$ cat src/rtl/rfd_rot_step_gen.sv
// ---------------------------------------------------------------------------
// rfd_rot_step_gen
//
// Transmit side of the 2-bit Gray-coded rotation interface. A signed shift
// command is accepted in IDLE and replayed as a paced train of single Gray
// steps on rot, one step every STEP_DIV enabled cycles, so a shift-counter
// receiver on the other end accumulates exactly the commanded shift.
//
// Ports:
//   clk        clock
//   rst        asynchronous reset, active-high
//   en         clock enable; all state holds while low
//   cmd_valid  shift command present (sampled only in IDLE)
//   cmd_sh     signed requested shift, CTR_SIZE bits
//   cmd_ready  high while a command can be accepted
//   abort      cancel the command in progress (no done pulse)
//   rot        Gray-coded rotation position, persists across commands
//   busy       command in progress
//   done       one enabled cycle pulse after the commanded shift completes
//   remaining  signed steps still to emit
// ---------------------------------------------------------------------------
module rfd_rot_step_gen #(
  parameter int CTR_SIZE = 5,
  parameter int STEP_DIV = 4
) (
  input  logic                       clk,
  input  logic                       rst,
  input  logic                       en,
  input  logic                       cmd_valid,
  input  logic signed [CTR_SIZE-1:0] cmd_sh,
  output logic                       cmd_ready,
  input  logic                       abort,
  output logic [1:0]                 rot,
  output logic                       busy,
  output logic                       done,
  output logic signed [CTR_SIZE-1:0] remaining
);

  localparam int DIV_W = $clog2(STEP_DIV + 1);
  localparam logic [DIV_W-1:0] DIV_LAST = DIV_W'(STEP_DIV - 1);
  localparam logic signed [CTR_SIZE-1:0] REM_ONE = CTR_SIZE'(1);

  typedef enum logic {
    IDLE = 1'b0,
    STEP = 1'b1
  } state_t;

  state_t                       state_q, state_d;
  logic [1:0]                   rot_q, rot_d;
  logic signed [CTR_SIZE-1:0]   rem_q, rem_d;
  logic signed [CTR_SIZE-1:0]   rem_next;
  logic                         dir_q, dir_d;   // 1 = negative direction
  logic [DIV_W-1:0]             cnt_q, cnt_d;
  logic                         done_q, done_d;

  // One Gray step: positive 00->10->11->01->00, negative is the reverse.
  function automatic logic [1:0] gray_step(input logic [1:0] g, input logic neg);
    logic [1:0] r;
    if (!neg) begin
      case (g)
        2'b00:   r = 2'b10;
        2'b10:   r = 2'b11;
        2'b11:   r = 2'b01;
        default: r = 2'b00;
      endcase
    end else begin
      case (g)
        2'b00:   r = 2'b01;
        2'b01:   r = 2'b11;
        2'b11:   r = 2'b10;
        default: r = 2'b00;
      endcase
    end
    return r;
  endfunction

  always_comb begin
    state_d  = state_q;
    rot_d    = rot_q;
    rem_d    = rem_q;
    dir_d    = dir_q;
    cnt_d    = cnt_q;
    done_d   = done_q;
    // Moving toward zero from the most negative command never overflows,
    // since remaining only ever shrinks in magnitude.
    rem_next = dir_q ? (rem_q + REM_ONE) : (rem_q - REM_ONE);

    if (en) begin
      done_d = 1'b0;
      case (state_q)
        IDLE: begin
          // abort is meaningless here and must not block an accept
          if (cmd_valid) begin
            if (cmd_sh == '0) begin
              done_d = 1'b1;
            end else begin
              rem_d   = cmd_sh;
              dir_d   = cmd_sh[CTR_SIZE-1];
              cnt_d   = '0;
              state_d = STEP;
            end
          end
        end
        STEP: begin
          if (abort) begin
            // abort takes priority over a step due on the same edge
            state_d = IDLE;
            rem_d   = '0;
            cnt_d   = '0;
          end else if (cnt_q == DIV_LAST) begin
            cnt_d = '0;
            rot_d = gray_step(rot_q, dir_q);
            rem_d = rem_next;
            if (rem_next == '0) begin
              state_d = IDLE;
              done_d  = 1'b1;
            end
          end else begin
            cnt_d = cnt_q + DIV_W'(1);
          end
        end
        default: state_d = IDLE;
      endcase
    end
  end

  always_ff @(posedge clk or posedge rst) begin
    if (rst) begin
      state_q <= IDLE;
      rot_q   <= 2'b00;
      rem_q   <= '0;
      dir_q   <= 1'b0;
      cnt_q   <= '0;
      done_q  <= 1'b0;
    end else begin
      state_q <= state_d;
      rot_q   <= rot_d;
      rem_q   <= rem_d;
      dir_q   <= dir_d;
      cnt_q   <= cnt_d;
      done_q  <= done_d;
    end
  end

  assign rot       = rot_q;
  assign remaining = rem_q;
  assign done      = done_q;
  assign cmd_ready = (state_q == IDLE);
  assign busy      = (state_q == STEP);

endmodule
$ cat config.mk
export PLATFORM = sky130hd
export DESIGN_NAME = rfd_rot_step_gen
export DESIGN_NICKNAME = d
export VERILOG_FILES = /design/src/rtl/rfd_rot_step_gen.sv
export SDC_FILE = /design/constraint.sdc
export NUM_CORES = 1
export LEC_CHECK = 0
export CAP_MARGIN = 20
export CORE_MARGIN = 2
export CORE_UTILIZATION = 43
export CTS_CLUSTER_SIZE = 25
export DETAILED_ROUTE_END_ITERATION = 16
export PLACE_DENSITY = 0.73
export SLEW_MARGIN = 20
export SYNTH_ARGS = -nofsm -noshare
export SYNTH_HDL_FRONTEND = slang
export SYNTH_SLANG_ARGS = --single-unit
$ cat constraint.sdc
create_clock -name clk -period 2 [get_ports clk]
set_input_delay 0.2 -clock clk [delete_from_list [all_inputs] [get_ports clk]]
set_output_delay 0.2 -clock clk [all_outputs]
set_load 0.01 [all_outputs]
==> impl_results.md <==
- Status: finished clean
- Unrepaired setup endpoints after global routing: false
- Leakage power: roughly 0.0005 uW
- DRC viols: 0
- Syn_area_per_cell: roughly 9.5 um2
- Worst setup EP type: register
- GR Overflow Total: 0
- Power Total: between 1500 and 2000 uW
- Minimum clock period: between 1.5 and 2 ns
- Setup CP Type: reg2reg
- Netlist cell types: 36
- Fin Clk Skew: between 0.006 and 0.007 ns
- Top_reg_cell synth: dfrtp_1
- Max cap viols: 0
- Area Growth Syn to Fin: 36.2%
- Relative slew slack: 0.651
- Post-layout util: 0.639
- Yosys top cell area share: 0.389
- FFs w/ async S/R, synth: 1.00
- Met3 Track Usage GR: 0.0593
- Drt first pass iters: 4
- Root buffer cell: clkbuf_4
- Mapped Cells: 88
- Via density: between 5 and 6
- Pins Over Slew Limit: 0
- R2R Setup Slk: between 0.07 and 0.08 ns
- Clock Path Buffers: 2
- Starting density of the core: 0.469
- Die height: 48.1 um
- Pwr Density: about 1500 nW/um2
- CP Data Required Time: between 2 and 2.5 ns
- Setup crit start kind: register
- Via count: approximately 750
- Clock latency on the worst-skew pair: 0.28 ns
- Share of layout cells above drive strength 1: 0.190
- Met1 usage: 0.228
- Post-synthesis sequential area ratio: 0.389
- Total I/O pin count: 20
- Die ar.: 2320 um2
- Max frequency: approximately 0.52 GHz
- Worst r2r src: dir_q$_DFFE_PP0P_
- Most Crowded Layer GR: met2
- Synthesized flop and latch total: 13
- Critical path arrival: between 2 and 2.5 ns
- H-tree depth: 1
- Finish-stage setup viols: 0
- Initial antenna violation count: 0
- Clk sinks: 13
- Filler cell count in the final layout: roughly 160
- Vias in the first global route: 730
- Worst Reg-to-Reg Cells: 7
- Number of synthesized flops with an enable pin: 0
- CTS clk-pin slew, worst paths: around 0.08 ns
- Hold_buf cts: 0
- Hpwl dp: between 1000 and 1500 um
- Total GRT Usage: 0.195
- CTS buffer count: 3
- Global-route wire length before repair: 2990 um
- Buffers on Ports: 19
- Net Count, Synth: approximately 100
- M2 GR Usage: 0.312
- Most instantiated library cell after synthesis: dfrtp_1
- Post-route ant nets: 0
- Cell count after placement: about 140
- # Post-CTS Setup Buffers: 0
- Cell accounting for the most synthesized area: dfrtp_1
- GP Congestion: 0.861
- Final worst path period share: 0.961
- Die width: between 40 and 50 um
- Diodes inserted: 0
- Crit Path Max Fanout: 5
- Core Region: roughly 1800 um2
- Synth area leaders: dfrtp_1, ha_1, o21ai_0
- Largest net degree at the start of global routing: 14
- Hold Crit Class: in2async
- TritonCTS clock tree: yes
- Synth top cells by count: dfrtp_1, inv_1, nand2_1, nor2_1, o21ai_0
- DR iter-0 viols: 19
- Routed WL: 1900 um
- Hold Fails Final Rpt: 0
- Yosys warns: 0
- Row count: 15
- # nets final: about 130
- Syn Std Cell Area: 837 um2
- RR Endpoint: busy$_DFFE_PP0P_
- Worst slew pin tran: approximately 0.52 ns
- Non-Filler Instances: roughly 140
- VDD IR max: ~650 uV
- Wire per inst: approximately 13 um
==> critical path, stage by stage, from the launching register on <==
cell	delay (ns)
dfrtp_1	0.44
inv_2	0.14
ha_1	0.26
a21o_1	0.18
a21oi_2	0.14
xor2_1	0.25
a41oi_1	0.14
a211o_1	0.25
==> layout make-up <==
class / instances / area, um2 / area share
multi-input combinational: 65 / 484 / 0.425
sequential: 13 / 325 / 0.285
timing repair buffer: 26 / 243 / 0.213
tap: 25 / 31.3 / 0.0274
inverter: 8 / 30.0 / 0.0263
clock buffer: 4 / 26.3 / 0.0231
==> sequential cells by signal, indices dropped and copies added, names as in the netlist <==
signal / cells
rot: 2
cnt_q: 3
dir_q: 1
busy: 1
remaining: 5
done: 1
==> worst max-delay path by stage <==
stage,to,slack [ns],from
after floorplan,busy$_DFFE_PP0P_,0.03,remaining[0]$_DFFE_PP0P_
after global placement,busy$_DFFE_PP0P_,0.004,dir_q$_DFFE_PP0P_
after detailed placement,busy$_DFFE_PP0P_,-0.05,dir_q$_DFFE_PP0P_
after CTS,busy$_DFFE_PP0P_,0.004,remaining[1]$_DFFE_PP0P_
after global routing,busy$_DFFE_PP0P_,0.005,remaining[1]$_DFFE_PP0P_
final,busy$_DFFE_PP0P_,0.08,dir_q$_DFFE_PP0P_
==> metal layers <==
layer  routed length [um]  vias to the layer above  part of all wire
li1                     -                      368                 -
met1                  844                      350              0.44
met2                  894                       30              0.47
met3                  126                        6             0.066
met4                   35                        0             0.018
met5                    0                        -                 0
==> cell usage in the layout, fill, tap and decap left out, types with 2 or more instances in the layout <==
master / n
xnor2_1: 2
dfrtp_1: 13
xor2_1: 3
nand2_1: 8
ha_1: 5
a21oi_2: 3
a21oi_1: 3
clkbuf_4: 3
nand2b_1: 2
buf_4: 7
clkdlybuf4s50_1: 19
inv_1: 7
a21o_2: 2
o21ai_0: 7
nor2_1: 7
==> report_power, final <==
part / switching (uW) / internal (uW) / total, uW
clock network: 90.4 / 77.5 / 168
logic: 529 / 550 / 1080
registers: 96.8 / 359 / 456
==> timing repair <==
action,in CTS,in global routing
setup endpoints to repair,2,2
pin swaps,1,3
resized for setup,2,3
hold endpoints to repair,0,0
==> logic make-up (layout without fill, tap and decap cells) <==
group	after synthesis	after routing	synth area share
AOI/OAI and AO/OA	25	25	0.218
DFF	13	13	0.389
and+or+nand+nor	27	27	0.166
xor gates and xnor gates	6	6	0.0628
adders and majority gates	6	6	0.0987
buffers and inverters	10	38	0.0538
muxes	1	1	0.0120
==> metrics by stage <==
step           setup slack (ns)  instance area (um2)  hold WS (ns)  setup TNS (ns)
2_1_floorplan            0.0276                  837        0.0770               0
3_3_place_gp            0.00409                 1100         0.468               0
3_5_place_dp            -0.0501                 1100         0.481         -0.0501
4_1_cts                 0.00354                 1130         0.262               0
5_1_grt                 0.00532                 1140         0.300               0
6_report                 0.0770                 1140         0.252               0
Power figures use the tool's default switching activity.
